$ cat config.mk
export PLATFORM = sky130hd
export DESIGN_NAME = tnn_feature_quantizer
export DESIGN_NICKNAME = d
export VERILOG_FILES = /design/src/rtl/tnn_feature_quantizer.sv
export SDC_FILE = /design/constraint.sdc
export NUM_CORES = 1
export LEC_CHECK = 0
export ABC_AREA = 1
export CAP_MARGIN = 10
export CORE_MARGIN = 3
export CORE_UTILIZATION = 58
export CTS_CLUSTER_SIZE = 12
export DETAILED_ROUTE_END_ITERATION = 6
export DONT_BUFFER_PORTS = 1
export PLACE_DENSITY = 0.76
export SETUP_SLACK_MARGIN = 0.05
export SLEW_MARGIN = 20
export SYNTH_ARGS = -nofsm -noshare
export SYNTH_HDL_FRONTEND = slang
export SYNTH_SLANG_ARGS = --single-unit
$ cat constraint.sdc
create_clock -name clk -period 2.5 [get_ports clk]
set_input_delay 0.25 -clock clk [delete_from_list [all_inputs] [get_ports clk]]
set_output_delay 0.25 -clock clk [all_outputs]
set_load 0.01 [all_outputs]
$ cat src/rtl/tnn_feature_quantizer.sv
`default_nettype none
// ============================================================================
//  Module      : tnn_feature_quantizer
//  Description : Serial raw-feature stream to per-sample vector of 2-bit codes
//                against programmable per-feature thresholds.
//  Revision    : 1.0  initial release
// ============================================================================
module tnn_feature_quantizer #(
    parameter int N_FEAT = 7,
    parameter int IN_W   = 8,
    parameter int T0_RST = 64,
    parameter int T1_RST = 128,
    parameter int T2_RST = 192
) (
    input  logic                          clk,
    input  logic                          rst,
    input  logic                          s_valid,
    output logic                          s_ready,
    input  logic [IN_W-1:0]               s_data,
    input  logic                          s_last,
    output logic                          m_valid,
    input  logic                          m_ready,
    output logic [2*N_FEAT-1:0]           m_feat,
    input  logic                          cfg_we,
    input  logic [$clog2(3*N_FEAT)-1:0]   cfg_addr,
    input  logic [IN_W-1:0]               cfg_data,
    output logic                          err,
    output logic [15:0]                   frame_cnt
);

    localparam int AW = $clog2(3*N_FEAT);
    localparam int IW = (N_FEAT > 1) ? $clog2(N_FEAT) : 1;

    localparam logic [0:0] c_COLLECT = 1'b0;
    localparam logic [0:0] c_HOLD    = 1'b1;

    logic [0:0]           r_state;
    logic [IW-1:0]        r_idx;
    logic [2*N_FEAT-1:0]  r_slots;
    logic [2*N_FEAT-1:0]  r_feat;
    logic [2*N_FEAT-1:0]  w_codes;
    logic [2*N_FEAT-1:0]  w_slots_next;
    logic [1:0]           w_code;
    logic                 w_accept;
    logic                 w_last_idx;
    logic                 r_err;
    logic [15:0]          r_frame_cnt;

    // Every feature quantizes the incoming beat in parallel; the slot index picks one.
    for (genvar f = 0; f < N_FEAT; f++) begin : g_feat
        logic [IN_W-1:0] r_t0;
        logic [IN_W-1:0] r_t1;
        logic [IN_W-1:0] r_t2;

        always_ff @(posedge clk) begin
            if (rst) begin
                r_t0 <= IN_W'(T0_RST);
                r_t1 <= IN_W'(T1_RST);
                r_t2 <= IN_W'(T2_RST);
            end else if (cfg_we) begin
                if (cfg_addr == AW'(3*f))     r_t0 <= cfg_data;
                if (cfg_addr == AW'(3*f + 1)) r_t1 <= cfg_data;
                if (cfg_addr == AW'(3*f + 2)) r_t2 <= cfg_data;
            end
        end

        assign w_codes[2*f +: 2] = {1'b0, (s_data >= r_t0)}
                                 + {1'b0, (s_data >= r_t1)}
                                 + {1'b0, (s_data >= r_t2)};
    end

    assign w_code     = w_codes[{r_idx, 1'b0} +: 2];
    assign w_last_idx = (r_idx == IW'(N_FEAT - 1));
    assign s_ready    = (r_state == c_COLLECT) && !rst;
    assign w_accept   = s_valid && s_ready;

    always_comb begin
        w_slots_next = r_slots;
        w_slots_next[{r_idx, 1'b0} +: 2] = w_code;
    end

    always_ff @(posedge clk) begin
        if (rst) begin
            r_state     <= c_COLLECT;
            r_idx       <= '0;
            r_slots     <= '0;
            r_feat      <= '0;
            r_err       <= 1'b0;
            r_frame_cnt <= '0;
        end else begin
            r_err <= 1'b0;
            case (r_state)
                c_COLLECT: begin
                    if (w_accept) begin
                        if (w_last_idx && s_last) begin
                            // Only a complete frame is ever copied to the output.
                            r_feat  <= w_slots_next;
                            r_state <= c_HOLD;
                            r_idx   <= '0;
                        end else if (w_last_idx || s_last) begin
                            r_err <= 1'b1;
                            r_idx <= '0;
                        end else begin
                            r_slots <= w_slots_next;
                            r_idx   <= r_idx + IW'(1);
                        end
                    end
                end
                c_HOLD: begin
                    if (m_ready) begin
                        r_state     <= c_COLLECT;
                        r_frame_cnt <= r_frame_cnt + 16'd1;
                    end
                end
                default: r_state <= c_COLLECT;
            endcase
        end
    end

    assign m_valid   = (r_state == c_HOLD);
    assign m_feat    = r_feat;
    assign err       = r_err;
    assign frame_cnt = r_frame_cnt;

endmodule
`default_nettype wire

* Word level (Yosys, flattened, before mapping) *
Cells that the tools add are included.
W data, S select, Z words.

cells by class
  add/sub/neg operators = 17
  $lt $le $gt $ge = 21
  eq/ne operators = 21
  shift operators = 3
  muxes and demuxes = 8
  bitwise gates (word level) = 4
  reduce and logical (&&, ||, !) cells = 32

operators by type and width
  operator                  number
  $ge A8 B8 Y1              21
  $reduce_and A2 Y1         23
  $eq A5 B4 Y1 const B      8
  $eq A5 B5 Y1 const B      5
  $eq A5 B3 Y1 const B      4
  $add A16 B1 Y16 const B   1
  $add A1 B1 Y2             7
  $add A2 B1 Y2             7
  $bwmux W14                1
  $shift A2 B6 Y14 const A  1
  $shiftx A14 B5 Y2         1
  $shiftx A2 B6 Y14         1
  $eq A5 B2 Y1 const B      2
  $mux W3                   2
  $neg A4 Y6                1
  $eq A5 B1 Y1 const B      1
  $logic_not A5 Y1          1
  $mux W1                   4
  $not A1 Y1                4
  $reduce_and A4 Y1         1
  $reduce_or A4 Y1          1
  $add A3 B1 Y3 const B     1
  $eq A3 B3 Y1 const B      1
  $logic_and A1 B1 Y1       3
  4 further kinds           4

storage, ports and cells
  bits in registers = 217
  bits of input ports = 27
  output and inout bits = 33

* Longest topological paths before layout *
  depth in word-level cells = 6
  gate-level depth with buffers = 19
  depth with buffers taken out = 19

* Least setup slack after synthesis *
OpenSTA, ideal clock, no wires.

  kind = input-to-reg
  from = input s_data[0]
  to = register r_slots[8]
  library setup time = 0.056 ns
  arrival = 2.449 ns
  required time = 2.444 ns
  path slack = -0.005 ns
  stages on the path = 19
  path buffers = 0
  path through = inv_1 > ha_1 > inv_1 > a21oi_1 > o21a_1 > o221ai_1 > nor2_1 > fa_1 > inv_1 > nand2_1 > nand3_1 > nand2_1 > inv_2 > nand2_1 > nor2_2 > nand2_1 > o21ai_1 > o21ai_1 > inv_1

on the way
  word-level cells in the longest chain between the ends = 6
  elaborated cells between the ends (all ways) = 38

RTL lines
  item                             line    RTL
  from (decl)                      19      input logic [IN_W-1:0] s_data,
  $ge A8 B8 Y1 (on tied branches)  67, 68
  $add A1 B1 Y2                    68      + {1'b0, (s_data >= r_t1)}
  $add A2 B1 Y2                    69      + {1'b0, (s_data >= r_t2)};
  $shiftx A14 B5 Y2 (*)            72      assign w_code = w_codes[{r_idx, 1'b0} +: 2];
  $shiftx A2 B6 Y14 (*)            79      w_slots_next[{r_idx, 1'b0} +: 2] = w_code;
  $bwmux W14 (*)                   79
  to (signal assigned)             104     r_slots <= w_slots_next;
  to (decl)                        39      logic [2*N_FEAT-1:0] r_slots;

Mark *: on every way between the ends. The rest lies on a longest branch, timed or not.
A chain may end at the register's enable or synchronous reset.

* Worst setup path after layout *
  from = register g_feat[1].r_t0[3]
  to = register r_slots[2]

on the way
  word-level cells in the longest chain between the ends = 6

RTL lines
  item                    line  RTL
  from (decl)             51    logic [IN_W-1:0] r_t0;
  from (signal assigned)  57    r_t0 <= IN_W'(T0_RST);
  from (signal assigned)  61    if (cfg_addr == AW'(3*f)) r_t0 <= cfg_data;
  $ge A8 B8 Y1            67    assign w_codes[2*f +: 2] = {1'b0, (s_data >= r_t0)}
  $add A1 B1 Y2           68
  $add A2 B1 Y2           69
  $shiftx A14 B5 Y2       72
  $shiftx A2 B6 Y14       79
  $bwmux W14              79

No other way between the ends.

==> flow_metrics.tcl <==
set metrics [dict create \
    path_clk_slew_ns 0.06 \
    p_sw_mw 2.17 \
    p_int_mw 6.23 \
    hold_class "in -> reg" \
    final.setup_skew_ns 0.00803 \
    violations "setup timing" \
    grt_max_degree 63 \
    antenna_found_initial 0 \
    cts_tree "yes" \
    core_area_mm2 0.0212 \
    hold_viol 0 \
    crit_family "simple AND/OR/NAND/NOR gates" \
    dr.first_iter.drc_count 859 \
    finalSetupViolations 26 \
    drive_gt1_share_pct 19.9 \
    ys_ff_latch 217 \
    grt_pass1_vias 11417 \
    timing.rr.start "g_feat[1].r_t0[3]$_SDFFE_PP0P_" \
    p_clk_share_pct 44.6 \
    drt_wl_total_um 36100 \
    grt_usage_pct 29.1 \
    p_per_area_mw_per_mm2 543 \
    slew_viol_final 0 \
    cp-end-kind "flip-flop" \
    vias 11453 \
    timing.rr.end "r_slots[2]$_SDFFE_PP0P_" \
    timing.hold.ws_ns 0.0427 \
    cpPeakStageDelay_ns 0.47 \
    drc 0 \
    crit_required_ns 2.97 \
    syn_to_final_growth_pct 22.3 \
    crit_type "reg -> reg" \
    ys.warnings.count 0 \
    die_x_um 154 \
    period_share_pct 107 \
    p_leak_nw 6.34 \
    numClockSinks 217 \
    power.share.sequential_pct 41.9 \
    crit_arrival_ns 3.15 \
    status "complete, but fails checks" \
    crit_end "r_slots[2]$_SDFFE_PP0P_" \
    grt-ovfl-total 0 \
    power_frac_comb_pct 13.5 \
    cp_num_buf_inv 4 \
    start_kind "flip-flop" \
    fin_tns_setup_ns -2.77 \
    n_antenna_cell 0 \
    vias_per_cell 5.69 \
    crit_path_max_fanout 3 \
    globalplace.congestion 0.863 \
    rows 53 \
    drv_cap 0 \
    crit_chain "inv_2 > ha_4 > a21oi_2 > o21a_1 > o221ai_2 > nor2_4 > fa_2 > inv_2 > nand2_2 > nand3_2 > nand2_2 > inv_2 > nand3_2 > nor2_4 > nand3_2 > nand3_2 > nand2_1 > inv_1" \
    post-dp-hpwl_um 20000 \
    wl_per_cell_um 17.9 \
    start_util_pct 59.6 \
    ff2ff_path_depth 18 \
    clk_path_buf_depth 3 \
    netlist_area_mm2 0.0127 \
    cp.depth 18 \
    mostFrequentLayoutCells "inv_1, a21oi_1, dfxtp_1, o21ai_0, ha_1" \
    fin_ws_ns -0.181 \
    max_slew_margin_pct 42.0 \
    ant_nets 0 \
    htree_levels 1 \
    clockRootBuffer "clkbuf_16" \
    numCtsBuffers 25 \
    period_minus_slack_ns 2.68 \
    synth_nets 1855 \
    clk_latency_ns 0.52 \
    place_ws_ns -0.387 \
    drt_pass1_iterations 5 \
    place_area_mm2 0.0131 \
    rsz0062_at_grt "yes" \
    grt_pass1_wl_um 56800 \
    synth_area_per_cell_um2 7.69 \
    final_common_cell "inv_1" \
    synth.distinct_cells 39 \
    netlist_instances 1646 \
    irDropWorstVdd_mv 0.492 \
    dieArea_mm2 0.0236 \
    crit_top_cell "nand3_2" \
    ys_seq_area_share_pct 34.3 \
    fp.dieH_um 154 \
    fin_nets 1927 \
    max_freq_ghz 0.373 \
    final_area_mm2 0.0155 \
    cp-startpoint "g_feat[1].r_t0[3]$_SDFFE_PP0P_" \
    crit_slowest_cell "fa_2" \
    swShare_pct 25.8 \
    place.port_buffers 0 \
    worst_pin_slew_ns 0.866 \
    r2r_slack_ns -0.18 \
    io_pins 60 \
]
==> Yosys cell counts <==
cell type,number,area share [%]
nor2_1,144,4.3
buf_2,23,0.91
nor3_2,5,0.40
inv_1,261,7.7
buf_1,3,0.089
nor2_2,20,0.99
nand3_2,3,0.24
fa_1,7,1.1
o21a_1,24,1.4
nand2_4,1,0.089
a211oi_1,1,0.059
clkbuf_1,34,1.0
nor3_1,24,0.95
xor2_1,3,0.21
buf_4,3,0.18
nor2_4,14,1.2
o221ai_1,21,1.5
a22oi_1,1,0.059
nand4_4,1,0.17
nand3_1,40,1.6
buf_6,5,0.44
and3_1,1,0.049
dfxtp_1,217,34
inv_4,1,0.049
o211ai_1,10,0.59
nand2_2,4,0.20
a21oi_1,241,9.5
inv_2,10,0.30
buf_8,1,0.12
nand3_4,1,0.14
o21ai_0,161,6.4
nor3b_2,1,0.099
nand4_1,22,1.1
and2_1,1,0.049
o21ai_1,12,0.47
ha_1,175,17
nand2_1,148,4.4
nor3_4,1,0.13
nor4_4,1,0.17
==> how the worst min path moves through the flow <==
| stage | start | end | slack [ns] | depth (start not counted) |
|---|---|---|---|---|
| floorplan | cfg_data[0] | g_feat[6].r_t0[0]$_SDFFE_PP0P_ | 0.38 | 2 |
| global placement | rst | m_valid$_SDFF_PP0_ | 0.32 | 1 |
| detailed placement | rst | m_valid$_SDFF_PP0_ | 0.33 | 1 |
| CTS | s_valid | err$_SDFF_PP0_ | 0.02 | 4 |
| global route | s_valid | err$_SDFF_PP0_ | 0.06 | 4 |
| finish | s_valid | err$_SDFF_PP0_ | 0.04 | 4 |
==> per-layer routing <==
layer	track usage (%)	up-vias	wire length, µm
li1	-	5631	-
met1	37.1	5304	14800
met2	50.1	417	17500
met3	3.97	101	2580
met4	11.4	0	1180
met5	0	-	0
==> power groups by stage <==
stage	Clock (mW)	Sequential, mW	Combinational, mW
after global placement	0	3.60	0.799
after floorplan	0	3.60	0.655
after detailed placement	0	3.60	0.829
after global routing	3.93	3.53	1.25
after CTS	3.77	3.52	1.04
final	3.75	3.53	1.13
==> flip-flops by register name, indices dropped and copies added (netlist names) <==
| register | count |
|---|---|
| err | 1 |
| frame_cnt | 16 |
| g_feat.r_t0 | 56 |
| g_feat.r_t1 | 56 |
| g_feat.r_t2 | 56 |
| m_feat | 14 |
| m_valid | 1 |
| r_idx | 3 |
| r_slots | 14 |
==> metrics by stage <==
stage	power [mW]	util, %	cells
after floorplan	4.25	-	1646
after global placement	4.40	61.6	1904
after detailed placement	4.43	61.6	1904
after CTS	8.33	71.0	2012
after global routing	8.71	72.9	2012
final	8.41	72.9	2012
==> repair_timing <==
item,4_1_cts,5_1_grt
setup endpoints to repair,28,31
resized for setup,108,79
hold buffers,48,0
hold endpoints to repair,209,0
pin swaps,57,49
buffers inserted,18,3
==> final cells by class <==
cell class	count	area [µm²]
Timing Repair Buffer	114	1070
Clock buffer	37	741
Fill cell	1538	5740
Inverter	272	1020
Sequential cell	217	4360
Clock inverter	9	101
Multi-Input combinational cell	1088	7840
Tap cell	275	344
==> worst min-delay path, cell delays in order <==
cell and delay [ns]:
nand2_2 0.10, inv_1 0.06, nand2_1 0.07, nor2_1 0.04
==> kinds of logic (layout without fill, tap and decap cells) <==
logic type	count (synthesis)	after routing	share of synthesized area, %
AO/OA/AOI/OAI	471	471	20.0
XOR/XNOR	3	3	0.208
flip-flops	217	217	34.3
AND/OR/NAND/NOR	432	432	16.2
buffers and inverters	341	432	10.8
adder cells (fa/ha/maj)	182	182	18.4
No activity file was read; power rests on OpenSTA's default activity.
==> edit, RTL diff (config.mk and constraints unchanged) <==
Change the parameter `IN_W` from 8 to 7.
--- a/src/rtl/tnn_feature_quantizer.sv
+++ b/src/rtl/tnn_feature_quantizer.sv
@@ -8,5 +8,5 @@
 module tnn_feature_quantizer #(
     parameter int N_FEAT = 7,
-    parameter int IN_W   = 8,
+    parameter int IN_W   = 7,
     parameter int T0_RST = 64,
     parameter int T1_RST = 128,
Interface: changed (resized cfg_data and s_data); port bits go from 60 to 58. No check against the original RTL was run, so the function may have changed too.
==> edit against the original RTL <==
The flow still finishes with violations (setup timing); clock power down 27%; sequential cell count shrank 21; worst setup slack improved by 0.0028 ns; synthesized area shrank 9.4%; routed wire length down 12%; non-clock buffer count fell by 27; final cell count is 10% lower; core utilization decreased by 2.1 points; final area shrank 13%; sequential share of layout area is 0.98 points higher; fmax rose by 0.10%; power fell by 17%; clock skew grew 0.0041 ns; critical path type unchanged; largest cell class unchanged.
==> edit: results (changes against the original RTL) <==
Clock Tree Buf Depth: 2 (was 3)
Synth Area in Compound Gates: 21.1% (was 20.0%)
Slowest cell on crit path: fa_1 (was fa_2)
First-pass GRT wire length: 48100 um (was 56800 um)
Combinational Power Share: 14.9% (was 13.5%)
Most frequent cells after synthesis: a21oi_1 (221), inv_1 (211), dfxtp_1 (196), o21ai_0 (160), ha_1 (154) (was inv_1 (261), a21oi_1 (241), dfxtp_1 (217), ha_1 (175), o21ai_0 (161))
Primary FF master, synth: dfxtp_1 (unchanged)
Biggest regs: g_feat.r_t0 (49), g_feat.r_t1 (49), g_feat.r_t2 (49) (was g_feat.r_t0 (56), g_feat.r_t1 (56), g_feat.r_t2 (56))
Layout cells sized above 1: 20.9% (was 19.9%)
Worst clock skew: 0.0121 ns (was 0.00803 ns)
Dpl hpwl: 18200 um (was 20000 um)
Initial antenna violation count: 1 (was 0)
Clock-pin slew on the worst setup and hold paths: 0.08 ns (was 0.06 ns)
Netlist cell types: 44 (was 39)
P_int: 5.01 mW (was 6.23 mW)
Failing checks: setup timing (unchanged)
PnR worst setup slack: -0.178 ns (was -0.181 ns)
Overall power: 6.94 mW (was 8.41 mW)
WL met3: 2100 um (was 2580 um)
Status: finished with violations (unchanged)
Worst VDD drop: 0.000482 V (was 0.000492 V)
Met1 wire length: 13200 um (was 14800 um)
Placed Area: 12000 um2 (was 13100 um2)
Final setup viols: 24 (was 26)
GR Util met1: 35.0% (was 37.1%)
Adder-Cell Fraction of Synth Area: 18.0% (was 18.4%)
Asr flop ratio synth: 0% (unchanged)
Pleak: 5.36 nW (was 6.34 nW)
Clk_lat worst skew: 0.44 ns (was 0.52 ns)
M3 GR Usage: 5.52% (was 3.97%)
CTS buffer count: 17 (was 25)
Sequential Power: 3.18 mW (was 3.53 mW)
Pin count of the biggest net entering global routing: 123 (was 63)
Data arrival, critical path: 3.04 ns (was 3.15 ns)
Vias per cell: 5.77 (was 5.69)
DR iter-0 viols: 858 (was 859)
Max stage delay on crit path: 0.47 ns (about the same)
Global placement routability congestion: 0.848 (was 0.863)
Seq/Total Area, Yosys: 34.2% (was 34.3%)
Area contributors post-synth: dfxtp_1 (34%), ha_1 (17%), a21oi_1 (9.6%) (was dfxtp_1 (34%), ha_1 (17%), a21oi_1 (9.5%))
Grt met2 use: 45.6% (was 50.1%)
Vias: 10.4k (was 11.5k)
Overall routing resource usage: 27.6% (was 29.1%)
# placed instances: 1755 (was 1904)
Post-Synth XOR/XNOR Area: 0.0764% (was 0.208%)
Worst-margin pin slew: 1.10 ns (was 0.866 ns)
Vias in the first global route: 9662 (was 11.4k)
Avg Inst Size Synth: 7.71 um2 (was 7.69 um2)
Nets@finish: 1715 (was 1927)
DP Worst Slack: -0.313 ns (was -0.387 ns)
Total wire length: 31800 um (was 36100 um)
Met2 routed WL: 15300 um (was 17500 um)
Setup_tns: -2.51 ns (was -2.77 ns)
-- edit: final timing paths --
path / end / slack, ns / start / cells past startpoint
setup / recovery: r_slots[12] / -0.18 / g_feat[2].r_t0[2] / 15
setup reg to reg: r_slots[12] / -0.18 / g_feat[2].r_t0[2] / 15
hold / removal: g_feat[1].r_t2[1] / 0.006 / cfg_data[1] / 2
hold reg to reg: g_feat[5].r_t0[3] / 0.46 / g_feat[5].r_t0[3] / 2
-- edit: cell type report --
type	count	area [um2]
Fill cell	1472	5570
Multi-Input combinational cell	992	7040
Timing Repair Buffer	87	736
Sequential cell	196	3940
Clock buffer	17	425
Inverter	235	892
Clock inverter	15	146
Tap cell	260	325
-- edit: repair_timing --
item | 4_1_cts | 5_1_grt
pin swaps | 23 | 41
endpoints found under the setup margin | 28 | 28
buffers inserted | 0 | 1
hold buffers | 14 | 0
hold endpoints to repair | 76 | 0
gates resized for setup | 33 | 129
